<file path="config.mk">
export PLATFORM = sky130hd
export DESIGN_NAME = cpu_multicycle
export DESIGN_NICKNAME = d
export VERILOG_FILES = /design/src/rtl/cpu_multicycle.sv
export SDC_FILE = /design/constraint.sdc
export NUM_CORES = 1
export LEC_CHECK = 0
export ABC_AREA = 1
export CAP_MARGIN = 20
export CORE_MARGIN = 2
export CORE_UTILIZATION = 45
export CTS_CLUSTER_DIAMETER = 30
export CTS_CLUSTER_SIZE = 20
export DETAILED_ROUTE_END_ITERATION = 12
export PLACE_DENSITY = 0.78
export SLEW_MARGIN = 15
export SYNTH_ARGS = -nofsm -noshare
export SYNTH_HDL_FRONTEND = slang
export SYNTH_SLANG_ARGS = --single-unit
</file>
<file path="constraint.sdc">
create_clock -name clk -period 2.9 [get_ports clk]
set_input_delay 0.87 -clock clk [delete_from_list [all_inputs] [get_ports clk]]
set_output_delay 0.87 -clock clk [all_outputs]
set_load 0.05 [all_outputs]
</file>
<file path="src/rtl/cpu_multicycle.sv">
// cpu_multicycle: two-cycle-minimum register-file core
// FETCH/EXEC/HALT sequencer, ALU flags and debug read port
module cpu_multicycle #(
  parameter int DATA_W = 8,
  parameter int NREG = 4,
  parameter int PC_W = 8,
  localparam int RA_W = $clog2(NREG),
  localparam int IW = 4 + 3*RA_W
) (
  input  logic              clk,
  input  logic              reset,
  output logic              imem_req,
  output logic [PC_W-1:0]   imem_addr,
  input  logic              imem_ack,
  input  logic [IW-1:0]     imem_data,
  output logic [DATA_W-1:0] y,
  output logic              y_valid,
  output logic              zero,
  output logic              carry,
  output logic              done,
  input  logic [RA_W-1:0]   dbg_ra,
  output logic [DATA_W-1:0] dbg_rd
);

  typedef enum logic [1:0] {
    FETCH = 2'd0,
    EXEC  = 2'd1,
    HALT  = 2'd2
  } state_t;

  localparam logic [3:0] OP_ADD = 4'h0;
  localparam logic [3:0] OP_SUB = 4'h1;
  localparam logic [3:0] OP_AND = 4'h2;
  localparam logic [3:0] OP_OR  = 4'h3;
  localparam logic [3:0] OP_XOR = 4'h4;
  localparam logic [3:0] OP_SHL = 4'h5;
  localparam logic [3:0] OP_SHR = 4'h6;
  localparam logic [3:0] OP_MOV = 4'h7;
  localparam logic [3:0] OP_LDI = 4'h8;
  localparam logic [3:0] OP_JNZ = 4'h9;
  localparam logic [3:0] OP_HLT = 4'hF;

  state_t state, nstate;

  logic [PC_W-1:0]   pc, pc_nxt;
  logic [IW-1:0]     ir;
  logic [DATA_W-1:0] rf [NREG];

  logic [3:0]        op;
  logic [RA_W-1:0]   rd, rs1, rs2;
  logic [DATA_W-1:0] a, b, res;
  logic              cout, wr, arith;

  assign op  = ir[IW-1 -: 4];
  assign rd  = ir[3*RA_W-1 -: RA_W];
  assign rs1 = ir[2*RA_W-1 -: RA_W];
  assign rs2 = ir[RA_W-1:0];

  assign dbg_rd = rf[dbg_ra];

  // state register
  always_ff @(posedge clk) begin
    if (reset) state <= FETCH;
    else       state <= nstate;
  end

  // next-state: ack only advances FETCH; HALT is sticky
  always_comb begin
    nstate = state;
    unique case (1'b1)
      state == FETCH: if (imem_ack) nstate = EXEC;
      state == EXEC:  nstate = (op == OP_HLT) ? HALT : FETCH;
      state == HALT:  nstate = HALT;
      default:        nstate = FETCH;
    endcase
  end

  // fetch handshake and halt status
  always_comb begin
    imem_req  = (state == FETCH) && !reset;
    imem_addr = pc;
    done      = (state == HALT);
  end

  // ALU, write-enable and next-PC for the latched instruction
  always_comb begin
    a      = rf[rs1];
    b      = rf[rs2];
    res    = '0;
    cout   = 1'b0;
    wr     = 1'b1;
    arith  = 1'b0;
    pc_nxt = pc + PC_W'(1);
    case (op)
      OP_ADD: begin
        {cout, res} = {1'b0, a} + {1'b0, b};
        arith = 1'b1;
      end
      OP_SUB: begin
        {cout, res} = {1'b0, a} - {1'b0, b};
        arith = 1'b1;
      end
      OP_AND: res = a & b;
      OP_OR:  res = a | b;
      OP_XOR: res = a ^ b;
      OP_SHL: res = a << 1;
      OP_SHR: res = a >> 1;
      OP_MOV: res = a;
      OP_LDI: res = DATA_W'({rs1, rs2});
      OP_JNZ: begin
        wr = 1'b0;
        if (a != '0) pc_nxt = pc + PC_W'($signed({rd, rs2}));
      end
      OP_HLT: begin
        wr = 1'b0;
        pc_nxt = pc;
      end
      default: wr = 1'b0;
    endcase
  end

  // datapath state: IR on ack edge, commit at end of EXEC
  always_ff @(posedge clk) begin
    if (reset) begin
      pc      <= '0;
      ir      <= '0;
      y       <= '0;
      y_valid <= 1'b0;
      zero    <= 1'b0;
      carry   <= 1'b0;
      for (int i = 0; i < NREG; i++) rf[i] <= '0;
    end else begin
      y_valid <= 1'b0;
      if (state == FETCH && imem_ack) ir <= imem_data;
      if (state == EXEC) begin
        pc <= pc_nxt;
        if (wr) begin
          rf[rd]  <= res;
          y       <= res;
          zero    <= (res == '0);
          y_valid <= 1'b1;
          if (arith) carry <= cout;
        end
      end
    end
  end

endmodule

</file>
; Yosys cells after proc, flatten, opt, wreduce, memory -nomap -nowiden
; Memories as Yosys holds them, arrays and structs flattened. A register that Yosys moved wholly into a read port is not among the register bits.
; Cells that the tools add are included.
; Widths: inputs -> output; s select.
[classes]
reduce_logical = 13
mux = 22
addsub = 4
n_bitwise = 4
n_eq_ne = 13
[ops]
columns = cell, n
row1 = $pmux 8 s9, 1
row2 = $eq 4x3->1 const B, 4
row3 = $mux 8, 2
row4 = $pmux 8 s2, 1
row5 = $mux 2, 7
row6 = $eq 4x4->1 const B, 3
row7 = $add 8x8->9, 1
row8 = $mux 1, 9
row9 = $reduce_or 9->1, 1
row10 = $sub 8x8->9, 1
row11 = $add 8x1->8 const B, 1
row12 = $add 8x8->8, 1
row13 = $and 8x8->8, 1
row14 = $eq 4x2->1 const B, 2
row15 = $logic_not 8->1, 1
row16 = $or 8x8->8, 1
row17 = $reduce_bool 8->1, 1
row18 = $reduce_or 8->1, 1
row19 = $xor 8x8->8, 1
row20 = $pmux 2 s3, 1
row21 = $eq 4x1->1 const B, 1
row22 = $logic_not 4->1, 1
row23 = $reduce_and 2->1, 2
row24 = $reduce_and 3->1, 1
row25 = 9 further kinds, 10
[totals]
memories = 1
reg_bits = 31
out_inout_bits = 29
mem_bits_rw = 32
[memory_table]
columns = name, depth, width, rd, rd_ports_with_merged_regs, wr, line
row1 = rf, 4, 8, 3, 2, 4, 47  ; logic [DATA_W-1:0] rf [NREG];

; Longest topological paths before layout
[logic_depth]
word_depth = 9
ltp_mapped = 21

; Worst setup path after synthesis
; No wires, ideal clock.
[synth_timing]
path_type = input to output
start = input dbg_ra[0]
end = output dbg_rd[5]
path_stages = 4
t_arrival_ps = 2123
slack_ps = -93
n_path_buf = 1
required_time_ps = 2030
cell_sequence = inv_1 -> clkbuf_1 -> o21ai_0 -> o22ai_1
[synth_via]
elab_chain_len = 1
[synth_rtl]
columns = item, line
row1 = "start, declared", 21  ; input logic [RA_W-1:0] dbg_ra,
row2 = $mem_v2 4x8, --
row3 = "end, declared", 22  ; output logic [DATA_W-1:0] dbg_rd
; Every way passes these cells.

==> impl_metrics.tcl <==
set metrics [dict create \
    status "completed" \
    dieArea_um2 12400 \
    fillerInstances 969 \
    synth_fp_nets 807 \
    r2r_cells 18 \
    hold_depth 2 \
    numCtsBuffers 9 \
    nNetsFinal 924 \
    period_share_pct 95.8 \
    reg2reg_slack_ps 120 \
    min-delay-start "zero$_SDFFE_PP0P_" \
    yosysWarningCount 0 \
    clockRootBuffer "clkbuf_16" \
    clock_latency_ps 330 \
    finalSetupViolCount 0 \
    endpoint_kind "flip-flop" \
    synthArstFlopShare_pct 0 \
    drc_errors 0 \
    grt_max_degree 20 \
    cap_violations 0 \
    syn_area_per_cell_um2 6.82 \
    cts_tree "done" \
    synth_common_cells "187 x nand2_1, 114 x nor2_1, 86 x inv_1" \
    synth.largest_area_cell "edfxtp_1" \
    synth_edf_count 32 \
    placement.io_buffers 43 \
    postSynthCellCount 757 \
    hold_violations 0 \
    fin_skew_ps 4.46 \
    clock-sinks 67 \
    synth_seq_cells 67 \
    p_leak_nw 3.30 \
    antenna_cells 0 \
    yosys-top-cells-area "edfxtp_1 19%, nand2_1 14%, dfxtp_1 14%, nor2_1 8.3%, ha_1 7.8%" \
    hold_path.class "flip-flop to flip-flop" \
    cts_max_level 3 \
    worstReg2RegEnd "rf[3][5]$_DFFE_PP_" \
    slew_viol_final 0 \
    gp_congestion 0.974 \
    via_per_inst 5.48 \
    syn_area_um2 5170 \
    arrival_ps 2870 \
    wl_per_cell_um 15.4 \
    overflow 0 \
    first_global_vias 5214 \
    yosysMostFrequentCell "nand2_1" \
    clk_pin_slew_ps 50 \
    rows 39 \
    vdd_drop_max_mv 0.599 \
    vias 5593 \
    worstPathRequired_ps 2990 \
    start_kind "flip-flop" \
    drt_first_pass_iters 7 \
    tightest_slew_ps 899 \
    grt_util_all_layers_pct 24.8 \
    dieWidth_um 111 \
    initial_utilization_pct 45.6 \
    min_to "zero$_SDFFE_PP0P_" \
    min_period_ps 2780 \
    ios 44 \
    dp_hpwl_um 11900 \
    drt_iter0_drc 621 \
    drtAntennaViolNets 0 \
    synth-main-ff-cell "dfxtp_1" \
    clockBufferDepth 2 \
    path_class "flip-flop to flip-flop" \
    die_h_um 111 \
    critPathMaxFanout 5 \
    whs_ps 454 \
    seq_area_frac_synth_pct 32.2 \
    wirelength_um 15800 \
    grt_pass1_wl_um 24800 \
    core-area_um2 11300 \
    power_density_nw_per_um2 526 \
    max_slew_margin_pct 39.8 \
    yosysUniqueCellTypes 43 \
    setup_tns_ps 0 \
    synth_top_area_share_pct 18.6 \
    area_delta_synth_final_pct 34.1 \
    antenna_found_initial 0 \
    fmax_mhz 360 \
    drive_gt1_share_pct 20.5 \
]
-- power breakdown --
group | switching, mW | internal (mW) | total [mW]
logic | 0.908 | 0.650 | 1.56
clock network | 0.386 | 0.569 | 0.955
registers | 0.0707 | 1.06 | 1.13
-- cell type report --
cell class / instances / area (µm²) / area share (%)
multi-input combinational: 575 / 3250 / 46.9
tap: 143 / 179 / 2.58
sequential: 67 / 1670 / 24.1
clock inverter: 5 / 31.3 / 0.451
inverter: 92 / 357 / 5.15
timing repair buffer: 128 / 1210 / 17.4
timing repair inverter: 1 / 7.51 / 0.108
clock buffer: 10 / 229 / 3.30
-- flip-flops by register name, indices dropped and copies added, names as in the netlist, named ones only --
name,flops
rf,32
ir,10
imem_addr,8
y,8
state,2
carry,1
y_valid,1
zero,1
-- cells by family (layout without fill, tap and decap cells) --
| group | count (synthesis) | count (layout) | share of synthesized area, % |
|---|---|---|---|
| and+or+nand+nor | 419 | 419 | 36.1 |
| adders and majority gates | 35 | 35 | 8.91 |
| buffers and inverters | 115 | 236 | 9.18 |
| AOI/OAI and AO/OA | 111 | 111 | 11.9 |
| xor gates and xnor gates | 10 | 10 | 1.70 |
| DFF | 67 | 67 | 32.2 |
-- what timing repair did --
item / 4_1_cts / 5_1_grt
pin swaps: 0 / 6
setup buffers: 3 / 4
setup endpoints to repair: 18 / 40
cloned: 0 / 2
gates resized for setup: 4 / 50
hold buffers: 0 / 0
-- per-layer routing --
layer | GRT usage, % | routed length [µm] | up-vias
met5 | 0 | 0 | -
met4 | 9.71 | 521 | 0
met3 | 4.10 | 1200 | 49
met2 | 41.3 | 7470 | 270
met1 | 32.2 | 6570 | 2568
li1 | - | - | 2706
-- worst max path at each step --
stage | endpoint | slack [ps] | cells after the start
detailed placement | dbg_rd[2] | -80 | 5
finish | rf[3][5]$_DFFE_PP_ | 120 | 18
CTS | dbg_rd[2] | -30 | 5
global placement | dbg_rd[2] | -50 | 5
global route | y[5]$_SDFFE_PP0P_ | -20 | 18
floorplan | rf[3][6]$_DFFE_PP_ | 50 | 18
-- critical path, stage by stage (launching register included) --
cell        delay, ps
dfxtp_4           370
clkinvlp_4        150
buf_4             190
a21oi_1           180
a32oi_2            90
inv_1             140
ha_4              230
buf_4             140
nand2_1            70
inv_1              50
nand4_1           100
nand3_1            90
o21ai_0           190
nor2_1             80
nor2_1            110
buf_4             140
inv_1              80
nand2_1            90
inv_1              40
-- layout by cell type, fill, tap and decap left out, types with 6 or more instances in the layout --
cell	n
a21oi_1	35
xor2_1	7
o21ai_0	36
buf_12	12
nor3_1	6
ha_4	6
nand3_1	71
clkdlybuf4s50_1	32
inv_2	8
o22ai_2	8
inv_1	80
nand2_1	187
nor2_1	109
clkbuf_16	9
buf_4	79
edfxtp_1	32
dfxtp_1	32
o21ai_1	11
nor2_2	8
ha_1	25
nand2_2	7
nand4_1	6
-- metrics by stage --
stage / area (µm²) / setup WS (ps) / total power, mW / utilization [%] / std cells
final: 6930 / 121 / 3.64 / 61.2 / 1021
after global routing: 6930 / -22.2 / 3.82 / 61.2 / 1021
after CTS: 6710 / -32.5 / 3.52 / 59.3 / 1015
after detailed placement: 6410 / -77.6 / 2.56 / 56.7 / 997
after global placement: 6410 / -46.9 / 2.54 / 56.7 / 997
after floorplan: 5220 / 50.7 / 1.96 / - / 757
Power figures use the tool's default switching activity.
